==> src/rtl/attack_anim_sequencer_pkg.sv <==
// Shared battle package: pixel/coordinate widths, frame-count sizing, the
// attack animation state encoding and the pixel bus payload.
package attack_anim_sequencer_pkg;

    localparam int unsigned X_W                = 9;
    localparam int unsigned Y_W                = 8;
    localparam int unsigned COLOUR_W           = 3;
    localparam int unsigned FRAME_CNT_W        = 6;
    localparam int unsigned NUM_FRAMES_DEFAULT = 50;
    localparam int unsigned NUM_FRAMES_MAX     = 63;

    typedef enum logic [2:0] {
        IDLE       = 3'd0,
        ERASE      = 3'd1,
        STEP       = 3'd2,
        DRAW       = 3'd3,
        WAIT_FRAME = 3'd4,
        FINISH     = 3'd5
    } anim_state_t;

    typedef struct packed {
        logic [X_W-1:0]      x;
        logic [Y_W-1:0]      y;
        logic [COLOUR_W-1:0] colour;
    } pixel_t;

    // States in which a frame tick must be remembered rather than acted on.
    function automatic logic is_frame_active(input anim_state_t s);
        return (s == ERASE) || (s == STEP) || (s == DRAW);
    endfunction

endpackage

==> src/rtl/anim_frame_tracker.sv <==
// Frame bookkeeping for the attack animation: completed-frame counter and
// the pending frame-tick flag.
//   clock, reset_all      : clock, async active-low reset
//   clear                 : start of a new run (count and pending cleared)
//   frame_done            : one frame's sprite draw finished
//   pulse_in, pulse_armed : frame tick and "tick must be remembered" qualifier
//   pending_clear         : tick consumed (leaving WAIT_FRAME)
//   frame_count           : completed frames, saturates at NUM_FRAMES
//   pending               : a tick arrived while the frame was being rendered
//   last_frame_c          : frame_count has reached NUM_FRAMES
module anim_frame_tracker
    import attack_anim_sequencer_pkg::*;
#(
    parameter int unsigned NUM_FRAMES = NUM_FRAMES_DEFAULT
) (
    input  logic                   clock,
    input  logic                   reset_all,
    input  logic                   clear,
    input  logic                   frame_done,
    input  logic                   pulse_in,
    input  logic                   pulse_armed,
    input  logic                   pending_clear,
    output logic [FRAME_CNT_W-1:0] frame_count,
    output logic                   pending,
    output logic                   last_frame_c
);

    assign last_frame_c = (frame_count == FRAME_CNT_W'(NUM_FRAMES));

    // Counter saturates at NUM_FRAMES so it can never wrap.
    always_ff @(posedge clock or negedge reset_all) begin
        if (!reset_all) begin
            frame_count <= '0;
        end else if (clear) begin
            frame_count <= '0;
        end else if (frame_done && !last_frame_c) begin
            frame_count <= frame_count + FRAME_CNT_W'(1);
        end
    end

    // Any number of ticks during rendering collapse into a single pending flag.
    always_ff @(posedge clock or negedge reset_all) begin
        if (!reset_all) begin
            pending <= 1'b0;
        end else if (clear || pending_clear) begin
            pending <= 1'b0;
        end else if (pulse_in && pulse_armed) begin
            pending <= 1'b1;
        end
    end

endmodule

==> src/rtl/attack_anim_sequencer.sv <==
// Attack animation sequencer: per frame, erase the sprite, advance its
// position, redraw it, then wait for the frame tick; repeats NUM_FRAMES times.
//   clock, reset_all                   : clock, async active-low reset
//   start                              : run request, honoured only in IDLE
//   frame_pulse                        : frame timer tick
//   erase_done / draw_done             : drawer completion strobes
//   erase_x/y/colour, draw_x/y/colour  : drawer pixel streams
//   enable_erase / enable_draw / step  : drawer and motion controls
//   vga_x/y/colour, plot               : muxed pixel to VGA (combinational)
//   busy, done, frame_count            : status
module attack_anim_sequencer
    import attack_anim_sequencer_pkg::*;
#(
    parameter int unsigned NUM_FRAMES = NUM_FRAMES_DEFAULT
) (
    input  logic                   clock,
    input  logic                   reset_all,
    input  logic                   start,
    input  logic                   frame_pulse,
    input  logic                   erase_done,
    input  logic                   draw_done,
    input  logic [X_W-1:0]         erase_x,
    input  logic [Y_W-1:0]         erase_y,
    input  logic [COLOUR_W-1:0]    erase_colour,
    input  logic [X_W-1:0]         draw_x,
    input  logic [Y_W-1:0]         draw_y,
    input  logic [COLOUR_W-1:0]    draw_colour,
    output logic                   enable_erase,
    output logic                   enable_draw,
    output logic                   step,
    output logic [X_W-1:0]         vga_x,
    output logic [Y_W-1:0]         vga_y,
    output logic [COLOUR_W-1:0]    vga_colour,
    output logic                   plot,
    output logic                   busy,
    output logic                   done,
    output logic [FRAME_CNT_W-1:0] frame_count
);

    anim_state_t state;
    anim_state_t state_next;
    logic        start_accept;
    logic        frame_done;
    logic        wait_exit;
    logic        pending;
    logic        last_frame_c;
    pixel_t      pixel;

    anim_frame_tracker #(
        .NUM_FRAMES (NUM_FRAMES)
    ) u_tracker (
        .clock         (clock),
        .reset_all     (reset_all),
        .clear         (start_accept),
        .frame_done    (frame_done),
        .pulse_in      (frame_pulse),
        .pulse_armed   (is_frame_active(state)),
        .pending_clear (wait_exit),
        .frame_count   (frame_count),
        .pending       (pending),
        .last_frame_c  (last_frame_c)
    );

    // State register; status/control outputs are registered from the next
    // state so they line up exactly with the state they describe.
    always_ff @(posedge clock or negedge reset_all) begin
        if (!reset_all) begin
            state        <= IDLE;
            enable_erase <= 1'b0;
            enable_draw  <= 1'b0;
            step         <= 1'b0;
            busy         <= 1'b0;
            done         <= 1'b0;
        end else begin
            state        <= state_next;
            enable_erase <= (state_next == ERASE);
            enable_draw  <= (state_next == DRAW);
            step         <= (state_next == STEP);
            busy         <= (state_next != IDLE);
            done         <= (state_next == FINISH);
        end
    end

    // Next-state logic and the event strobes into the frame tracker.
    always_comb begin
        state_next   = state;
        start_accept = 1'b0;
        frame_done   = 1'b0;
        wait_exit    = 1'b0;
        case (state)
            IDLE: begin
                if (start) begin
                    state_next   = ERASE;
                    start_accept = 1'b1;
                end
            end
            ERASE: begin
                if (erase_done) begin
                    state_next = STEP;
                end
            end
            STEP: begin
                state_next = DRAW;
            end
            DRAW: begin
                if (draw_done) begin
                    state_next = WAIT_FRAME;
                    frame_done = 1'b1;
                end
            end
            WAIT_FRAME: begin
                if (frame_pulse || pending) begin
                    wait_exit  = 1'b1;
                    state_next = last_frame_c ? FINISH : ERASE;
                end
            end
            FINISH: begin
                state_next = IDLE;
            end
            default: begin
                state_next = IDLE;
            end
        endcase
    end

    // Zero-latency pixel mux: drawer pixels pass straight through to VGA.
    always_comb begin
        pixel = '0;
        plot  = 1'b0;
        case (state)
            ERASE: begin
                pixel.x      = erase_x;
                pixel.y      = erase_y;
                pixel.colour = erase_colour;
                plot         = 1'b1;
            end
            DRAW: begin
                pixel.x      = draw_x;
                pixel.y      = draw_y;
                pixel.colour = draw_colour;
                plot         = 1'b1;
            end
            default: begin
            end
        endcase
    end

    assign vga_x      = pixel.x;
    assign vga_y      = pixel.y;
    assign vga_colour = pixel.colour;

endmodule

==> config.mk <==
export PLATFORM = sky130hd
export DESIGN_NAME = attack_anim_sequencer
export DESIGN_NICKNAME = d
export VERILOG_FILES = /design/src/rtl/attack_anim_sequencer_pkg.sv /design/src/rtl/anim_frame_tracker.sv /design/src/rtl/attack_anim_sequencer.sv
export SDC_FILE = /design/constraint.sdc
export NUM_CORES = 1
export LEC_CHECK = 0
export ABC_CLOCK_PERIOD_IN_PS = 2050
export BUFFER_PORTS_ARGS = -buffer_cell sky130_fd_sc_hd__buf_2
export CAP_MARGIN = 20
export CORE_UTILIZATION = 23
export CTS_CLUSTER_DIAMETER = 150
export DETAILED_ROUTE_END_ITERATION = 8
export MAX_ROUTING_LAYER = met4
export SYNTH_ARGS = -nofsm -noshare
export SYNTH_HDL_FRONTEND = slang
export SYNTH_SLANG_ARGS = --single-unit
==> constraint.sdc <==
create_clock -name clock -period 2.05 [get_ports clock]
set_input_delay 0.3075 -clock clock [delete_from_list [all_inputs] [get_ports clock]]
set_output_delay 0.3075 -clock clock [all_outputs]
set_load 0.005 [all_outputs]
==> flow_summary.yaml, run 1 <==
outcome:
  outcome: "finished clean"
floorplan:
  design.core.area_sq_um: 4350
  die_area_sq_um: 4790
  fp.dieW_um: 69.2
  rows: 24
  fp.dieH_um: 69.2
  num_io_pins: 78
  start_util_pct: 23.9
critical_path:
  slowest_delay_ns: 0.49
  crit_slowest_cell: "dfrtp_1"
  crit_chain: "buf_4 -> mux2i_1 -> nor2_1 -> buf_2"
  path_max_fanout: 17
  cp_data_required_time_ns: 1.74
  worstSetupPathType: "reg2out"
  startpoint_type: "flip-flop"
  path_buf_inv: 2
  cp_top_family: "flip-flops"
  worstPathArrival_ns: 1.47
  cp-end-kind: "primary output"
global_route:
  first_global_vias: 1002
  antenna_found_initial: 0
  grt.total_usage_pct: 11.2
  grt_pass1_wl_mm: 4.34
  grt-ovfl-total: 0
  grt_max_degree: 23
clocking:
  cts_buffer_depth: 2
  cts_buffers: 3
  root_buffer: "clkbuf_8"
  h-tree-depth: 1
  cts_tree: "built"
  clock-sinks: 15
  cts-resized-gates: 0
  cts_setup_buffers: 0
  clk_pin_slew_ns: 0.06
  clkLatencyLatePin_ns: 0.24
placement:
  gp_congestion: 0.747
  dpl.hpwl_mm: 2.09
  place_ws_ns: 0.535
  dp_cells: 241
  port-buffer-count: 77
power:
  power.switching_mw: 0.678
  p_per_area_nw_per_um2: 1090
  power_mw: 1.68
  p_comb_share_pct: 58.1
  pwr-share-seq_pct: 28.2
  p_leak_nw: 0.873
  internal-power_mw: 0.999
  peakVddDrop_v: 0.000347
  switching_share_pct: 40.4
  p_clk_share_pct: 13.7
logic_synthesis:
  syn_area_sq_um: 1040
  synth-warning-count: 0
  syn-instance-count: 114
  synth_flop_cell: "dfrtp_1"
  yosysUniqueCellTypes: 33
  synth_top_area_share_pct: 36.1
  synth_xor_area_share_pct: 0
  syn-num-nets: 162
  synth_top_family_by_area: "simple AND/OR/NAND/NOR gates"
  yosys.area.top_type: "dfrtp_1"
  ys_ff_latch: 15
  synth_compound_area_share_pct: 9.52
  synth_edf_count: 0
  muxShareOfSynthArea_pct: 22.2
  synth_fa_ha_area_share_pct: 2.41
  synth_area_per_cell_sq_um: 9.11
  ys_seq_area_share_pct: 36.1
  ys_async_sr_fraction_pct: 100
  synth-simple-area-share_pct: 25.4
  synth_area_leaders: "dfrtp_1 (36%), mux2i_1 (22%), nor2_1 (8.7%), ha_1 (2.4%), o21ai_0 (2.4%)"
layout:
  diodes: 0
  synthToLayoutAreaGrowth_pct: 48.7
  drive_gt1_share_pct: 46.4
  fillers: 435
  post-route-util_pct: 35.5
  layout.nets: 243
  finalNonFillerCells: 246
route:
  dr.pass1.iters: 4
  drt_iter0_markers: 49
  post_drt_wl_per_cell_um: 10.9
  via_per_inst: 4.55
  vias: 1120
  wirelength_mm: 2.69
  drc: 0
  ant_nets: 0
timing:
  worstMarginPinSlew_ns: 0.377
  relSlewSlack_pct: 74.5
  finalHoldViolCount: 0
  fin_crit_sh_pct: 86.5
  fin_tns_setup_ns: 0
  drv_slew: 0
  setup_ws_ns: 0.276
  fin_crit_ns: 1.77
  setup_viol: 0
  rsz0062_at_grt: "false"
  fin_worst_skew_ns: 0.00142
  max_freq_mhz: 564
job:
  drv_cap: 0
hold_path:
  min_path_type: "in2reg"
-- cells by family (layout without fill, tap and decap cells) --
kind of cell | after synthesis | count (layout)
AND/OR/NAND/NOR | 48 | 48
multiplexers | 23 | 23
AO/OA/AOI/OAI | 15 | 15
flip-flops | 15 | 15
buffers and inverters | 11 | 91
adder cells (fa/ha/maj) | 2 | 2
-- layer usage --
layer	vias up	track usage [%]	routed length, um
met4	0	4.08	27
met3	2	1.45	109
met2	33	19.6	1400
met1	522	13.1	1150
met5	-	-	0
li1	563	-	-
-- stage by stage --
step | hold WS [ns] | instance area, sq um
final | 0.372 | 1540
after CTS | 0.363 | 1540
after floorplan | 0.0119 | 1040
after detailed placement | 0.230 | 1490
after global routing | 0.366 | 1540
after global placement | 0.230 | 1490
-- worst reg2reg max path: stages, from the launching register on --
cell,delay (ns)
dfrtp_1,0.43
inv_1,0.08
ha_1,0.13
nand4b_1,0.16
o21ai_0,0.37
mux2i_1,0.25
-- state kept, by name, summed over array words and instances, names as in the netlist --
signal / count
done: 1
state: 3
u_tracker.frame_count: 6
enable_erase: 1
step: 1
u_tracker.pending: 1
busy: 1
enable_draw: 1
-- cells in the final DEF (no fill, tap or decap), drive strengths merged, types with 2 or more instances in the layout --
cell / count
dfrtp: 15
o21ai: 5
a21oi: 3
ha: 2
clkbuf: 4
mux2i: 23
nor2: 24
buf: 80
nand4b: 3
nor2b: 2
nand2b: 2
inv: 6
nand2: 6
-- synthesized netlist by cell type, drive strengths merged, types with 2 or more instances --
cell type,n
dfrtp,15
mux2i,23
buf,4
nand4b,3
ha,2
nor2b,2
o21ai,5
nand2b,2
inv,6
nor2,24
nand2,6
a21oi,3
-- final timing paths --
kind / start / to / slack [ns] / depth (start not counted)
worst max-delay path: state[1] / vga_y[5] / 0.28 / 4
min in group asynchronous: reset_all / u_tracker.frame_count[3] / 0.50 / 2
max in group asynchronous: reset_all / busy / 1.31 / 2
worst min register to register: u_tracker.pending / u_tracker.pending / 0.54 / 2
worst min-delay path: erase_done / step / 0.37 / 2
worst max register to register: u_tracker.frame_count[0] / u_tracker.frame_count[1] / 0.54 / 5
-- power groups by stage --
stage	logic [mW]	clock network (mW)	registers (mW)
after global routing	1.08	0.253	0.487
after CTS	0.986	0.245	0.471
after global placement	0.971	0	0.473
after detailed placement	0.979	0	0.477
final	0.974	0.230	0.472
after floorplan	0.616	0	0.457
-- final cells by class --
class	count	area, sq um	area share [%]
Multi-Input combinational cell	88	618	40.0
Inverter	6	22.5	1.46
Clock buffer	4	45.0	2.92
Tap cell	52	65.1	4.21
Timing Repair Buffer	81	418	27.1
Sequential cell	15	375	24.3
-- repair_timing --
action | in CTS | in global routing
endpoints found under the hold margin | 15 | 0
setup endpoints to repair | 0 | 0
hold buffers | 1 | 0
(Power assumes the default switching activity.)
==> run 2, diff against run 1 <==
--- a/config.mk
+++ b/config.mk
@@ -12,6 +12,7 @@
 export CTS_CLUSTER_DIAMETER = 150
 export DETAILED_ROUTE_END_ITERATION = 8
 export MAX_ROUTING_LAYER = met4
+export PLACE_DENSITY_LB_ADDON = 0.3
 export SYNTH_ARGS = -nofsm -noshare
 export SYNTH_HDL_FRONTEND = slang
 export SYNTH_SLANG_ARGS = --single-unit
==> constraint.sdc (replaced) <==
create_clock -name clock -period 2.05 [get_ports clock]
set_input_delay 0.3075 -clock clock [delete_from_list [all_inputs] [get_ports clock]]
set_output_delay 0.3075 -clock clock [all_outputs]
set_load 0.02 [all_outputs]
==> flow_summary.yaml, run 2 (same netlist as run 1, synthesis figures left out) <==
outcome:
  outcome: "finished clean"
route:
  drt_iter0_markers: 50
  via_per_inst: 4.47
  vias: 1100
  ant_nets: 0
  post_drt_wl_per_cell_um: 11.7
  wirelength_mm: 2.88
  dr.pass1.iters: 6
  drc: 0
timing:
  worstMarginPinSlew_ns: 0.418
  drv_slew: 0
  holdWs_ns: 0.348
  fin_tns_setup_ns: 0
  fin_crit_sh_pct: 89.9
  relSlewSlack_pct: 71.8
  max_freq_mhz: 542
  fin_crit_ns: 1.84
  fin_worst_skew_ns: 0.00480
  finalHoldViolCount: 0
  rsz0062_at_grt: "false"
  setup_viol: 0
layout:
  mostFrequentLayoutCells: "buf_2 (77), nor2_1 (24), mux2i_1 (23)"
  top_regs: "u_tracker.frame_count: 6 flops, state: 3 flops"
  largest_reg_flops: 6
  regMostFlops: "u_tracker.frame_count"
  diodes: 0
  layout.nets: 243
  drive_gt1_share_pct: 46.9
  synthToLayoutAreaGrowth_pct: 48.8
  final_common_cell: "buf_2"
  fillers: 450
global_route:
  antenna_found_initial: 0
  grt_max_degree: 26
  grt_pass1_wl_mm: 4.73
  first_global_vias: 994
  grt-ovfl-total: 0
  grt.total_usage_pct: 12.3
floorplan:
  start_util_pct: 23.9
  fp.dieH_um: 69.2
  rows: 24
  die_area_sq_um: 4790
  num_io_pins: 78
  design.core.area_sq_um: 4350
  fp.dieW_um: 69.2
clocking:
  cts_setup_buffers: 0
  cts_buffers: 3
  cts_tree: "built"
  clock-sinks: 15
  cts_buffer_depth: 2
  clk_pin_slew_ns: 0.07
  root_buffer: "clkbuf_8"
  cts-resized-gates: 0
  h-tree-depth: 1
  clkLatencyLatePin_ns: 0.25
hold_path:
  hold_end: "step"
  min_path_type: "in2reg"
  worstHoldStart: "erase_done"
  hold-path-cell-count: 2
critical_path:
  worstSetupPathType: "reg2out"
  worstPathArrival_ns: 1.54
  slowest_delay_ns: 0.43
  path_max_fanout: 25
  rr_startpoint: "state[1]"
  cp_data_required_time_ns: 1.74
  rrSetupSlack_ns: 0.48
  crit_chain: "buf_4 -> mux2i_1 -> nor2_1 -> buf_2"
  crit_slowest_cell: "dfrtp_1"
  cp-end-kind: "primary output"
  reg2reg_to: "busy"
  startpoint_type: "flip-flop"
  ff2ff_path_depth: 4
power:
  internal-power_mw: 1.01
  power.switching_mw: 0.964
  pwr-share-seq_pct: 23.4
  p_per_area_nw_per_um2: 1280
  p_clk_share_pct: 12.5
  p_leak_nw: 0.876
  p_comb_share_pct: 64.1
  power_mw: 1.97
  peakVddDrop_v: 0.000449
  switching_share_pct: 48.9
job:
  drv_cap: 0
placement:
  gp_congestion: 0.795
  port-buffer-count: 77
  dpl.hpwl_mm: 2.25
-- run 2: how the worst max path moves through the flow --
stage / depth (start not counted) / end / slack (ns) / from
2_1_floorplan: 4 / vga_colour[2] / 0.53 / state[1]
3_3_place_gp: 4 / busy / 0.51 / state[1]
3_5_place_dp: 4 / vga_x[1] / 0.48 / state[1]
4_1_cts: 4 / vga_x[1] / 0.20 / state[1]
5_1_grt: 4 / vga_x[3] / 0.10 / state[1]
6_report: 4 / vga_y[2] / 0.21 / state[1]
-- run 2: per-stage QoR --
step	instances	util, %	area [sq um]	setup slack [ns]
3_5_place_dp	241	34.2	1490	0.483
5_1_grt	246	35.5	1550	0.104
3_3_place_gp	241	34.2	1490	0.509
6_report	246	35.5	1550	0.207
2_1_floorplan	114	-	1040	0.533
4_1_cts	246	35.5	1550	0.198
-- run 2: power by group through the flow --
stage / clock, mW / sequential [mW] / combinational, mW
3_3_place_gp: 0 / 0.468 / 1.27
4_1_cts: 0.256 / 0.463 / 1.28
3_5_place_dp: 0 / 0.467 / 1.27
5_1_grt: 0.270 / 0.475 / 1.38
6_report: 0.246 / 0.462 / 1.26
2_1_floorplan: 0 / 0.517 / 0.823
-- run 2: area by class of cell --
type	instances	area (sq um)	area share, %
multi-input combinational	88	618	40.0
timing repair buffer	81	418	27.0
sequential	15	375	24.3
tap	52	65.1	4.21
clock buffer	3	41.3	2.67
inverter	6	22.5	1.46
clock inverter	1	5.00	0.324
-- run 2: timing repair --
item	CTS	global route
hold buffers	1	0
hold endpoints to repair	15	0
endpoints found under the setup margin	0	0
-- run 2: per-layer routing --
metal	vias to the layer above	global-route usage, %	routed length, um
li1	560	-	-
met1	498	16.0	1300
met2	36	18.3	1400
met3	6	2.33	115
met4	0	6.12	58
met5	-	-	0
-- run 2: critical path: cells and delay by family (launching register included) --
kind | cells | cell delay [ns]
multiplexers | 1 | 0.24
AND/OR/NAND/NOR | 1 | 0.05
flip-flops | 1 | 0.43
buffers and inverters | 2 | 0.55
